File: src/rtl/dma_io_pkg.sv
// Shared constants for the UART/BRAM byte DMA: state encodings, control codes
// and default widths.
package dma_io_pkg;

    localparam int DEF_ADDR_W = 32;
    localparam int DEF_CNT_W  = 32;

    localparam logic [2:0] ST_IDLE     = 3'd0;
    localparam logic [2:0] ST_START    = 3'd1;
    localparam logic [2:0] ST_RX_READ  = 3'd2;
    localparam logic [2:0] ST_RX_WRITE = 3'd3;
    localparam logic [2:0] ST_TX_READ  = 3'd4;
    localparam logic [2:0] ST_TX_SEND  = 3'd5;
    localparam logic [2:0] ST_TX_WAIT  = 3'd6;
    localparam logic [2:0] ST_DONE     = 3'd7;

    typedef enum logic [2:0] {
        S_IDLE     = ST_IDLE,
        S_START    = ST_START,
        S_RX_READ  = ST_RX_READ,
        S_RX_WRITE = ST_RX_WRITE,
        S_TX_READ  = ST_TX_READ,
        S_TX_SEND  = ST_TX_SEND,
        S_TX_WAIT  = ST_TX_WAIT,
        S_DONE     = ST_DONE
    } state_t;

    localparam logic [1:0] CTRL_IDLE = 2'b00;
    localparam logic [1:0] CTRL_RX   = 2'b01;
    localparam logic [1:0] CTRL_TX   = 2'b10;

endpackage

File: src/rtl/dma_controller_io_addr_cnt.sv
// Loadable BRAM address incrementer paired with a byte down-counter.
// The address wraps naturally at 2^ADDR_W; 'last' flags the final byte.
module dma_addr_cnt
    import dma_io_pkg::*;
#(
    parameter int ADDR_W = DEF_ADDR_W,
    parameter int CNT_W  = DEF_CNT_W
) (
    input  logic              clk,
    input  logic              rst_n,
    input  logic              load,
    input  logic              step,
    input  logic [ADDR_W-1:0] base_addr,
    input  logic [CNT_W-1:0]  base_cnt,
    output logic [ADDR_W-1:0] addr,
    output logic [CNT_W-1:0]  cnt,
    output logic              zero,
    output logic              last
);

    logic [ADDR_W-1:0] addr_q, addr_d;
    logic [CNT_W-1:0]  cnt_q, cnt_d;

    always_comb begin
        addr_d = addr_q;
        cnt_d  = cnt_q;
        if (load) begin
            addr_d = base_addr;
            cnt_d  = base_cnt;
        end else if (step) begin
            addr_d = addr_q + ADDR_W'(1);
            cnt_d  = cnt_q - CNT_W'(1);
        end
    end

    always_ff @(posedge clk) begin
        if (!rst_n) begin
            addr_q <= '0;
            cnt_q  <= '0;
        end else begin
            addr_q <= addr_d;
            cnt_q  <= cnt_d;
        end
    end

    assign addr = addr_q;
    assign cnt  = cnt_q;
    assign zero = (cnt_q == '0);
    assign last = (cnt_q == CNT_W'(1));

endmodule

File: src/rtl/dma_controller_io.sv
// Byte DMA between the UART RX FIFO / transmitter and a byte-addressed BRAM.
// Define DMA_STATUS_EN to add the o_Xfer_Count progress output.
module dma_controller_io
    import dma_io_pkg::*;
#(
    parameter int ADDR_W = DEF_ADDR_W,
    parameter int CNT_W  = DEF_CNT_W
) (
    input  logic              i_Clock,
    input  logic              i_Reset,
    input  logic [1:0]        i_Control,
    input  logic              i_Bus_Grant,
    output logic              o_Bus_Request,
    input  logic [ADDR_W-1:0] bram_pointer,
    input  logic [CNT_W-1:0]  i_Data_Counter,
    input  logic [7:0]        i_uart_rx,
    input  logic              i_uart_rx_valid,
    output logic              o_Read_Flag,
    output logic              o_Tx_Send,
    output logic [7:0]        o_uart_tx,
    output logic              o_uart_tx_dv,
    input  logic              i_Tx_Done,
    output logic [ADDR_W-1:0] o_bram_addr,
    output logic              o_bram_we,
    output logic [7:0]        o_bram_wdata,
    input  logic [7:0]        i_bram_rdata,
    output logic              o_Done,
    output logic [2:0]        r_SM_Main
`ifdef DMA_STATUS_EN
    ,
    output logic [CNT_W-1:0]  o_Xfer_Count
`endif
);

    state_t     state_q, state_d;
    logic       armed_q, armed_d;
    logic [1:0] mode_q, mode_d;
    logic [7:0] data_q, data_d;
    logic [7:0] tx_byte_q, tx_byte_d;
    logic       tx_dv_q, tx_dv_d;
    logic       load, step, read_flag, bram_we;
    logic       cnt_zero, cnt_last;
    logic [ADDR_W-1:0] addr;
    logic [CNT_W-1:0]  cnt;

    dma_addr_cnt #(.ADDR_W(ADDR_W), .CNT_W(CNT_W)) u_addr_cnt (
        .clk       (i_Clock),
        .rst_n     (i_Reset),
        .load      (load),
        .step      (step),
        .base_addr (bram_pointer),
        .base_cnt  (i_Data_Counter),
        .addr      (addr),
        .cnt       (cnt),
        .zero      (cnt_zero),
        .last      (cnt_last)
    );

    always_comb begin
        state_d   = state_q;
        armed_d   = armed_q;
        mode_d    = mode_q;
        data_d    = data_q;
        tx_byte_d = tx_byte_q;
        tx_dv_d   = 1'b0;
        load      = 1'b0;
        step      = 1'b0;
        read_flag = 1'b0;
        bram_we   = 1'b0;
        case (state_q)
            // A transfer only starts after control has been seen idle (armed).
            S_IDLE: begin
                if (i_Control == CTRL_IDLE || i_Control == 2'b11) begin
                    armed_d = 1'b1;
                end else if (armed_q) begin
                    load    = 1'b1;
                    mode_d  = i_Control;
                    armed_d = 1'b0;
                    state_d = S_START;
                end
            end
            S_START: begin
                if (cnt_zero)                state_d = S_DONE;
                else if (mode_q == CTRL_TX)  state_d = S_TX_READ;
                else                         state_d = S_RX_READ;
            end
            S_RX_READ: begin
                if (i_Bus_Grant && i_uart_rx_valid) begin
                    read_flag = 1'b1;
                    data_d    = i_uart_rx;
                    state_d   = S_RX_WRITE;
                end
            end
            S_RX_WRITE: begin
                if (i_Bus_Grant) begin
                    bram_we = 1'b1;
                    step    = 1'b1;
                    state_d = cnt_last ? S_DONE : S_RX_READ;
                end
            end
            S_TX_READ: begin
                if (i_Bus_Grant) state_d = S_TX_SEND;
            end
            // BRAM data is valid here, one cycle after the address was issued.
            S_TX_SEND: begin
                tx_byte_d = i_bram_rdata;
                tx_dv_d   = 1'b1;
                state_d   = S_TX_WAIT;
            end
            S_TX_WAIT: begin
                if (i_Tx_Done) begin
                    step    = 1'b1;
                    state_d = cnt_last ? S_DONE : S_TX_READ;
                end
            end
            S_DONE:  state_d = S_IDLE;
            default: state_d = S_IDLE;
        endcase
    end

    always_ff @(posedge i_Clock) begin
        if (!i_Reset) begin
            state_q   <= S_IDLE;
            armed_q   <= 1'b1;
            mode_q    <= CTRL_IDLE;
            data_q    <= 8'h00;
            tx_byte_q <= 8'h00;
            tx_dv_q   <= 1'b0;
        end else begin
            state_q   <= state_d;
            armed_q   <= armed_d;
            mode_q    <= mode_d;
            data_q    <= data_d;
            tx_byte_q <= tx_byte_d;
            tx_dv_q   <= tx_dv_d;
        end
    end

`ifdef DMA_STATUS_EN
    logic [CNT_W-1:0] xfer_q, xfer_d;

    always_comb begin
        xfer_d = xfer_q;
        if (load)      xfer_d = '0;
        else if (step) xfer_d = xfer_q + CNT_W'(1);
    end

    always_ff @(posedge i_Clock) begin
        if (!i_Reset) xfer_q <= '0;
        else          xfer_q <= xfer_d;
    end

    assign o_Xfer_Count = xfer_q;
`endif

    assign o_Bus_Request = (state_q != S_IDLE) && (state_q != S_DONE);
    assign o_Read_Flag   = read_flag;
    assign o_bram_we     = bram_we;
    assign o_bram_addr   = addr;
    assign o_bram_wdata  = data_q;
    assign o_uart_tx     = tx_byte_q;
    assign o_uart_tx_dv  = tx_dv_q;
    assign o_Tx_Send     = (state_q == S_TX_READ) || (state_q == S_TX_SEND) ||
                           (state_q == S_TX_WAIT);
    assign o_Done        = (state_q == S_DONE);
    assign r_SM_Main     = state_q;

    logic unused_cnt;
    assign unused_cnt = ^cnt;

endmodule

File: config.mk
export PLATFORM = sky130hd
export DESIGN_NAME = dma_controller_io
export DESIGN_NICKNAME = d
export VERILOG_FILES = /design/src/rtl/dma_io_pkg.sv /design/src/rtl/dma_controller_io_addr_cnt.sv /design/src/rtl/dma_controller_io.sv
export SDC_FILE = /design/constraint.sdc
export NUM_CORES = 1
export LEC_CHECK = 0
export ABC_AREA = 1
export CELL_PAD_IN_SITES_DETAIL_PLACEMENT = 2
export CELL_PAD_IN_SITES_GLOBAL_PLACEMENT = 2
export CORE_UTILIZATION = 27
export DETAILED_ROUTE_END_ITERATION = 7
export GPL_ROUTABILITY_DRIVEN = 0
export PLACE_DENSITY_LB_ADDON = 0.1
export SYNTH_ARGS = -nofsm -noshare
export SYNTH_HDL_FRONTEND = slang
export SYNTH_SLANG_ARGS = --single-unit
File: constraint.sdc
create_clock -name i_Clock -period 4.4 [get_ports i_Clock]
set_input_delay 0.88 -clock i_Clock [delete_from_list [all_inputs] [get_ports i_Clock]]
set_output_delay 0.88 -clock i_Clock [all_outputs]
set_load 0.02 [all_outputs]
---- Word level (Yosys, flattened, before mapping) ----
Cells that the tools add are included.
operators by class
  $add $sub $neg .......................... 2
  equality and inequality tests ........... 17
  multiplexer cells ....................... 26
  bitwise gates (word level) .............. 1
  reduce and logical (&&, ||, !) cells .... 13
operators with widths
  operator                                            number
  2-to-1 mux 32 bit                                   4
  adder 32 x 1 -> 32 bit, second input constant       1
  == test 32 x 1 -> 1 bit, second input constant      1
  zero test 32 bit                                    1
  subtractor 32 x 1 -> 32 bit, second input constant  1
  2-to-1 mux 3 bit                                    9
  one-hot mux 3 bit (8 select lines)                  1
  == test 3 bit, second input constant                4
  != test 2 bit, second input constant                6
  2-to-1 mux 1 bit                                    10
  == test 3 x 2 -> 1 bit, second input constant       2
  AND reduction 6 bit                                 1
  == test 2 bit, second input constant                2
  == test 3 x 1 -> 1 bit, second input constant       1
  zero test 3 bit                                     1
  logical OR 1 bit                                    3
  != test 3 bit, second input constant                1
  AND reduction 3 bit                                 1
  nonzero test 3 bit                                  1
  logical AND 1 bit                                   2
  zero test 2 bit                                     1
  2-to-1 mux 2 bit                                    1
  one-hot mux 1 bit (2 select lines)                  1
  AND reduction 2 bit                                 1
  2 further kinds                                     2
word-level totals
  flip-flop bits (word level) ............. 87
  input bits .............................. 87
  output and inout port bits .............. 57
  word-level logic and storage cells ...... 67

---- Longest topological paths before layout ----
  depth after elaboration ................. 5
  depth in mapped cells ................... 12
  gate-level depth less buffers ........... 11

---- By module ----
From an unflattened synthesis, not the netlist that was laid out.
unflattened totals
  cells, all modules ...................... 863
  area, all modules ....................... 5511.5 um2
modules (own cells, without submodules)
  module             instances  cells each  area an instance (um2)  seq. area each (um2)
  dma_addr_cnt       1          716         4466.8                  1281.2
  dma_controller_io  1          147         1044.8                  460.4

---- Worst setup path before layout ----
No wires, ideal clock.
  path kind ............................... input-to-output
  start ................................... input i_uart_rx_valid
  end ..................................... output o_Read_Flag
  arrival time ............................ 1.453 ns
  required time ........................... 3.520 ns
  path slack .............................. 2.067 ns
  stages .................................. 2
  buffers on the path ..................... 0
  path through ............................ nand2_1 nor3_2
between the ends
  longest elaborated chain between the ends .. 3
RTL lines
  element            line                     text
  start, declared    dma_controller_io.sv:17  input logic i_uart_rx_valid,
  logical AND 1 bit  dma_controller_io.sv:88  if (i_Bus_Grant && i_uart_rx_valid) begin
  2-to-1 mux 1 bit   dma_controller_io.sv:88
  2-to-1 mux 1 bit   dma_controller_io.sv:70  case (state_q)
  end, declared      dma_controller_io.sv:18  output logic o_Read_Flag,
No other way between the ends.

---- Worst setup path in the final report ----
  start ................................... input i_Bus_Grant
  end ..................................... output o_Read_Flag
between the ends
  longest elaborated chain between the ends .. 3
RTL lines
  element            line                     text
  start, declared    dma_controller_io.sv:12  input logic i_Bus_Grant,
  logical AND 1 bit  dma_controller_io.sv:88
  2-to-1 mux 1 bit   dma_controller_io.sv:88
  2-to-1 mux 1 bit   dma_controller_io.sv:70
No other way between the ends.

==> flow_summary.toml <==
[clocking]
cts-root-buf = "clkbuf_16"
cts_resized = 0
cts_max_level = 3
clk_pin_slew_ns = 0.07
ctsHoldBuffers = 0
cts.sinks = 87
cts_tree = "done"
postCtsSetupBuffers = 0
clk_latency_ns = 0.36
cts_made_buffers = 9
clock_path_buffers = 2

[final_layout]
antenna_cells = 0
seq_area_um2 = 1740
area_growth_pct = 32.5
multiInputGateArea_um2 = 3480
instances_no_fill = 1374
final_util_pct = 36.4
final_nets = 1185
fillers = 2625
design_area_um2 = 7620
drive_above_1_share_pct = 3.64

[critical_path]
worst_r2r_path_depth = 8
crit_path_start_kind = "input pin"
criticalPathCategory = "input pin to output port"
required_ns = 3.52
critical_path.top_delay_family = "buffers and inverters"
worst-path-buf-inv = 3
crit_path_max_fanout = 10
crit_cells = 5
cpMaxStageDelayCell = "clkdlybuf4s50_1"
crit_top_cell = "clkdlybuf4s50_1"
worstSetupStartpoint = "i_Bus_Grant"
arrival_ns = 2.39
r2r_start = "r_SM_Main[2]$_SDFFE_PN0P_"
setup.worst_path.end_class = "output port"
max_stage_delay_ns = 0.61
crit_chain = "clkdlybuf4s50_1, nand2_1, nor3_2, buf_4, clkdlybuf4s50_1"

[detailed_routing]
wire_per_inst_um = 16.8
drc = 0
viasPerCell = 4.95
vias = 6797
wl_um = 23100
ant_nets = 0
drtIter0Drc = 171
first_pass_iters = 4

[placement]
place_inst = 1359
dp_hpwl_um = 17600
place_ws_ns = 1.11
place_area_um2 = 7340
io_buffer_count = 143

[yosys]
synthesis.nets = 1059
synth_edf_count = 0
synth.ff_latch_count = 87
synth.distinct_cells = 38
synth_top_cells_by_area = "dfxtp_1 (30%), nand2_1 (17%), nor2_1 (16%)"
synthesis.area_um2 = 5750
synth_most_common_cell = "nand2_1"
synthArstFlopShare_pct = 0
ys_top_cells_by_count = "nand2_1 (253), nor2_1 (244), dfxtp_1 (87), nand3_1 (76), inv_1 (68)"
yosysWarningCount = 0
synth_largest_area_cell = "dfxtp_1"
yosysTopAreaCellShare_pct = 30.3
synthCells = 969
synth-main-ff-cell = "dfxtp_1"
seq_area_frac_synth_pct = 30.3
avgSynthCellArea_um2 = 5.94

[global_routing]
grt_pass1_wl_um = 37600
antenna_found_initial = 0
grt_max_degree = 64
grt_pass1_vias = 7318
track_usage_pct = 21.7
overflow = 0

[power_and_ir_drop]
p_leak_nw = 2.97
max-vdd-ir-drop_uv = 258
power_density_nw_per_um2 = 697
power.total_mw = 5.31

[timing]
fin_hold_ws_ns = 0.518
fin_ws_ns = 1.13
relSlewSlack_pct = 53.9
tns_ns = 0
finalCritPeriodShare_pct = 74.4
tightest_slew_ns = 0.691
finalSetupViolCount = 0
period_needed_ns = 3.27
max_freq_ghz = 0.306
timing.final.hold_violations = 0
rsz0062_at_grt = "no"
skew_ns = 0.00830
slew_viol_final = 0

[die]
rows = 53
die-height_um = 148
core_area_um2 = 21000
die_x_um = 148
dieArea_um2 = 21900
io_pins = 144
initial_utilization_pct = 27.4

[outcome]
status = "complete, no violations"

[worst_hold_path]
min_from = "u_addr_cnt.addr[30]$_SDFFE_PN0P_"
min_path_cells = 2
hold_path.class = "register to register"

[run]
cap_violations = 0
-- flip-flops by register name (all words and copies together) (netlist names) --
signal	cells
u_addr_cnt.cnt	32
r_SM_Main	3
armed_q	1
o_bram_wdata	8
o_uart_tx	8
u_addr_cnt.addr	32
mode_q	2
o_uart_tx_dv	1
-- routing by layer --
metal	up-vias	global-route usage (%)	wire, µm
met1	3282	25.6	10200
met5	-	0	0
li1	3379	-	-
met3	28	2.81	629
met4	0	6.39	428
met2	108	40.6	11900
-- cell type report --
type	instances	share of cell area [%]
inverter	71	3.56
sequential	87	22.9
clock buffer	10	3.14
timing repair buffer	152	19.8
multi-input combinational	774	45.6
clock inverter	5	0.460
tap	275	4.52
-- power breakdown --
part | total, mW | switching, mW | leakage, nW | internal (mW)
clock network | 0.749 | 0.353 | 0.134 | 0.396
registers | 1.35 | 0.323 | 0.710 | 1.03
logic | 3.21 | 2.11 | 2.12 | 1.10
total | 5.31 | 2.79 | 2.97 | 2.52
-- cells in the final DEF, fill, tap and decap left out, types with 3 or more instances in the layout --
cell	Yosys	routed
nand3_1	76	76
o21ai_1	5	5
nand2_1	253	253
nand4_1	20	20
nor2_1	244	244
inv_1	68	68
a21oi_1	43	43
ha_1	3	3
xnor2_1	6	6
a31oi_1	15	15
nand3b_1	8	8
nor2_2	4	3
clkdlybuf4s50_1	0	143
a21boi_1	3	3
clkbuf_16	0	9
xor2_1	3	3
o211ai_1	7	7
o21ai_0	56	56
buf_4	5	8
nor3_1	11	11
and2_1	4	4
dfxtp_1	87	87
-- logic make-up after synthesis --
kind of cell,Yosys count,share of synthesized area (%)
buf+inv,108,9.38
fa+ha+maj,3,0.653
xor+xnor,9,1.37
compound gates,135,13.1
flops,87,30.3
simple gates,627,45.2
-- tightest hold or removal path: stages, from the launching register on --
cell and delay, ns:
dfxtp_1 0.34, nand2_1 0.08, a21oi_1 0.06
-- final timing paths --
check,end,slack (ns)
worst max-delay path,o_Read_Flag,1.13
worst min-delay path,u_addr_cnt.addr[30]$_SDFFE_PN0P_,0.52
worst max register to register,u_addr_cnt.cnt[11]$_SDFFE_PN0P_,2.06
worst min register to register,u_addr_cnt.addr[30]$_SDFFE_PN0P_,0.52
No activity file was read; power rests on OpenSTA's default activity.
